**src/rtl/smp_ckt_tester.sv**
```systemverilog
// ============================================================================
// smp_ckt_tester : sweeps D through all 16 codes and checks QX/QY against the
//                  golden function, reporting mismatch count and first failure.
// Revision: 1.0
// ============================================================================
`default_nettype none

module smp_ckt_tester #(
    parameter int G_SETTLE = 1
) (
    input  logic       clk_i,
    input  logic       rst_ni,
    input  logic       start_i,
    input  logic       qx_i,
    input  logic       qy_i,
    output logic [3:0] d_o,
    output logic       busy_o,
    output logic       done_o,
    output logic       pass_o,
    output logic [4:0] err_cnt_o,
    output logic [3:0] first_err_o,
    output logic       first_err_vld_o
);

    typedef enum logic [2:0] {
        S_IDLE   = 3'd0,
        S_APPLY  = 3'd1,
        S_SETTLE = 3'd2,
        S_SAMPLE = 3'd3,
        S_FIN    = 3'd4
    } state_e;

    localparam logic       HAS_SETTLE  = (G_SETTLE > 0);
    localparam logic [3:0] SETTLE_LAST = 4'((G_SETTLE > 0) ? G_SETTLE - 1 : 0);

    state_e     state_q, state_d;
    logic [3:0] d_q, d_d;
    logic [3:0] cnt_q, cnt_d;
    logic [4:0] err_q, err_d;
    logic [3:0] ferr_q, ferr_d;
    logic       fvld_q, fvld_d;
    logic       pass_q, pass_d;

    logic       qx_exp, qy_exp, mismatch;

    assign qx_exp   = (d_q[0] & d_q[1]) | d_q[2];
    assign qy_exp   = ~(qx_exp | d_q[3]);
    assign mismatch = (qx_i != qx_exp) | (qy_i != qy_exp);

    always_ff @(posedge clk_i or negedge rst_ni) begin
        if (!rst_ni) begin
            state_q <= S_IDLE;
            d_q     <= 4'd0;
            cnt_q   <= 4'd0;
            err_q   <= 5'd0;
            ferr_q  <= 4'd0;
            fvld_q  <= 1'b0;
            pass_q  <= 1'b0;
        end else begin
            state_q <= state_d;
            d_q     <= d_d;
            cnt_q   <= cnt_d;
            err_q   <= err_d;
            ferr_q  <= ferr_d;
            fvld_q  <= fvld_d;
            pass_q  <= pass_d;
        end
    end

    always_comb begin
        state_d = state_q;
        d_d     = d_q;
        cnt_d   = cnt_q;
        err_d   = err_q;
        ferr_d  = ferr_q;
        fvld_d  = fvld_q;
        pass_d  = pass_q;
        case (state_q)
            S_IDLE: begin
                if (start_i) begin
                    state_d = S_APPLY;
                    d_d     = 4'd0;
                    err_d   = 5'd0;
                    fvld_d  = 1'b0;
                    pass_d  = 1'b0;
                end
            end
            S_APPLY: begin
                cnt_d   = 4'd0;
                state_d = HAS_SETTLE ? S_SETTLE : S_SAMPLE;
            end
            S_SETTLE: begin
                if (cnt_q == SETTLE_LAST) begin
                    state_d = S_SAMPLE;
                end else begin
                    cnt_d = cnt_q + 4'd1;
                end
            end
            S_SAMPLE: begin
                if (mismatch) begin
                    err_d = err_q + 5'd1;
                    if (!fvld_q) begin
                        ferr_d = d_q;
                        fvld_d = 1'b1;
                    end
                end
                // PASS must reflect the count including this last code
                if (d_q == 4'd15) begin
                    state_d = S_FIN;
                    pass_d  = (err_d == 5'd0);
                end else begin
                    d_d     = d_q + 4'd1;
                    state_d = S_APPLY;
                end
            end
            S_FIN: begin
                state_d = S_IDLE;
            end
            default: begin
                state_d = S_IDLE;
            end
        endcase
    end

    assign d_o             = d_q;
    assign busy_o          = (state_q == S_APPLY) || (state_q == S_SETTLE) ||
                             (state_q == S_SAMPLE);
    assign done_o          = (state_q == S_FIN);
    assign pass_o          = pass_q;
    assign err_cnt_o       = err_q;
    assign first_err_o     = ferr_q;
    assign first_err_vld_o = fvld_q;

endmodule

`default_nettype wire
```
**config.mk**
```make
export PLATFORM = sky130hd
export DESIGN_NAME = smp_ckt_tester
export DESIGN_NICKNAME = d
export VERILOG_FILES = /design/src/rtl/smp_ckt_tester.sv
export SDC_FILE = /design/constraint.sdc
export NUM_CORES = 1
export LEC_CHECK = 0
export BUFFER_PORTS_ARGS = -buffer_cell sky130_fd_sc_hd__buf_2
export CORE_UTILIZATION = 45
export CTS_BUF_LIST = sky130_fd_sc_hd__clkbuf_8
export CTS_CLUSTER_DIAMETER = 200
export DETAILED_ROUTE_END_ITERATION = 8
export PLACE_DENSITY = 0.72
export REMOVE_ABC_BUFFERS = 1
export SYNTH_ARGS = -nofsm -noshare
export SYNTH_HDL_FRONTEND = slang
export SYNTH_SLANG_ARGS = --single-unit
```
**constraint.sdc**
```tcl
create_clock -name clk_i -period 3.25 [get_ports clk_i]
set_input_delay 0.325 -clock clk_i [delete_from_list [all_inputs] [get_ports clk_i]]
set_output_delay 0.325 -clock clk_i [all_outputs]
set_load 0.01 [all_outputs]
```
==> impl_metrics.tcl <==
set metrics [dict create \
    status "finished clean" \
    min-delay-path-class "in -> async" \
    r2r_end "first_err_o[3]" \
    finalNetCount 149 \
    cp_top_family "flip-flops" \
    grt-ovfl-total 0 \
    die_area_mm2 0.00294 \
    cts.clk_slew.worst_paths_ns 0.08 \
    worst_pin_slew_ns 0.507 \
    min_period_ns 1.89 \
    regToRegSetupSlack_ns 1.36 \
    antenna_found_initial 0 \
    hold_buffers 0 \
    finalSetupViolCount 0 \
    syn-cell-area_mm2 0.00123 \
    num_rows 18 \
    instances_no_fill 167 \
    r2r-start "d_o[0]" \
    dp_hpwl_um 1650 \
    rsz0062_at_grt "false" \
    cts_setup_buffers 0 \
    synth_ff_type "dfrtp_1" \
    start_util_pct 48.7 \
    synth.avg_cell_area_um2 10.4 \
    cts_tree "done" \
    worstPathMaxFanout 7 \
    die_w_um 54.2 \
    drt_wl_total_um 2250 \
    crit_buf_inv 1 \
    cts.sinks 22 \
    criticalPathCategory "reg -> reg" \
    ios 22 \
    syn_inst 118 \
    fin_skew_ns 0.00451 \
    synth_edf_count 0 \
    fin_setup_tns_ns 0 \
    slowest_delay_ns 0.42 \
    synth_top_area_cell "dfrtp_1" \
    synth-seq-area-share_pct 44.9 \
    path_cells "ha_1 -> inv_1 -> ha_1 -> nand2b_1 -> o22ai_2 -> nor3_2 -> mux2_1" \
    dp_cells 164 \
    max-cap-violations 0 \
    first_pass_iters 4 \
    n_antenna_cell 0 \
    grt_pass1_wl_um 3920 \
    layout_common_cells "dfrtp_1 (22), buf_2 (21), nor2_1 (11)" \
    start_kind "flop" \
    reg2reg_depth 7 \
    netlist_top_cells_area "dfrtp_1 (45%), ha_1 (5.1%), mux2_1 (3.7%)" \
    layout_commonest_cell "dfrtp_1" \
    final-hold-violation-count 0 \
    synth_warnings 0 \
    cts_repair_resize_count 0 \
    synth_seq_cells 22 \
    crit_slowest_cell "dfrtp_1" \
    h-tree-depth 1 \
    portBuffers 21 \
    drive_gt1_share_pct 22.6 \
    place_area_mm2 0.00134 \
    power.density_mw_per_mm2 811 \
    yosysTopAreaCellShare_pct 44.9 \
    slew_viol_final 0 \
    drtAntennaViolNets 0 \
    fmaxAchievable_mhz 528 \
    areaGrowthSynthToFinish_pct 12.1 \
    root_buffer "clkbuf_8" \
    critPathArrivalTime_ns 2.04 \
    place_congestion 0.895 \
    clk_latency_ns 0.26 \
    wl_per_cell_um 13.5 \
    cp.required_ns 3.40 \
    vias 941 \
    end_kind "flop" \
    clk_path_buf_depth 2 \
    slew_headroom_pct 66.2 \
    synthArstFlopShare_pct 100 \
    final.period_utilization_pct 58.2 \
    vdd_ir_drop_max_mv 0.436 \
    grt_use_total_pct 18.7 \
    crit_top_cell "ha_1" \
    drt_iter0_markers 10 \
    drc 0 \
    p_leak_nw 0.652 \
    viasPerCell 5.63 \
    core_area_mm2 0.00252 \
    dieHeight_um 54.2 \
    grt_max_degree 23 \
    synth_cell_types 41 \
    cts_buffers 3 \
    final_area_mm2 0.00138 \
    grt_pass1_vias 932 \
]
[Yosys cell counts (all sizes together), types with 2 or more instances]
master	n
dfrtp	22
nor2	11
nand2	8
inv	6
mux2	6
ha	5
nand3	5
a21oi	4
buf	4
nand2b	3
o21ai	3
o31ai	3
xnor2	3
xor2	3
a22o	2
and2	2
nand4	2
nor3	2
nor3b	2
o211ai	2
o22ai	2
o311ai	2
or4	2
[how the worst max path moves through the flow]
stage / from / to / slack, ns / cells past startpoint
final: d_o[0] / first_err_o[3] / 1.36 / 7
after global routing: d_o[0] / first_err_o[0] / 1.21 / 7
after CTS: d_o[0] / first_err_o[3] / 1.33 / 7
after detailed placement: d_o[0] / first_err_o[3] / 1.34 / 7
after global placement: d_o[0] / first_err_o[0] / 1.44 / 7
after floorplan: d_o[0] / first_err_o[3] / 1.48 / 7
[where the power goes]
group / internal (mW) / switching (mW)
sequential: 0.357 / 0.116
combinational: 0.222 / 0.255
clock: 0.0826 / 0.0837
[stage by stage]
| step | power [mW] | setup WS [ns] | hold WS (ns) | util [%] |
|---|---|---|---|---|
| after global placement | 0.950 | 1.44 | 0.318 | 52.9 |
| after detailed placement | 0.960 | 1.34 | 0.323 | 52.9 |
| after global routing | 1.23 | 1.21 | 0.0602 | 54.6 |
| final | 1.12 | 1.36 | 0.0283 | 54.6 |
| after CTS | 1.13 | 1.33 | 0.0408 | 54.6 |
| after floorplan | 0.802 | 1.48 | 0.0294 | - |
[per-layer routing]
layer  vias up  share of wire (%)  track usage, %
met5         -                  0               0
met4         0                1.8            10.3
met3         4                3.5            3.33
met2        17                 45            30.9
met1       455                 50            23.0
li1        465                  -               -
[sequential cells by signal (all words and copies together) (netlist names)]
name             count
err_cnt_o            5
first_err_o          4
d_o                  4
pass_o               1
cnt_q                4
state_q              3
first_err_vld_o      1
[final cells by class]
class	instances	area (um2)
fill	223	1150
multi-input combinational	85	619
sequential	22	551
timing repair buffer	21	105
clock buffer	3	41.3
tap	30	37.5
inverter	6	22.5
[cell families after synthesis]
| family | share of synthesized area [%] |
|---|---|
| simple gates | 21.5 |
| compound gates | 14.1 |
| flops | 44.9 |
| buf+inv | 4.69 |
| mux | 5.50 |
| fa+ha+maj | 5.10 |
| xor+xnor | 4.28 |
Power figures use the tool's default switching activity.
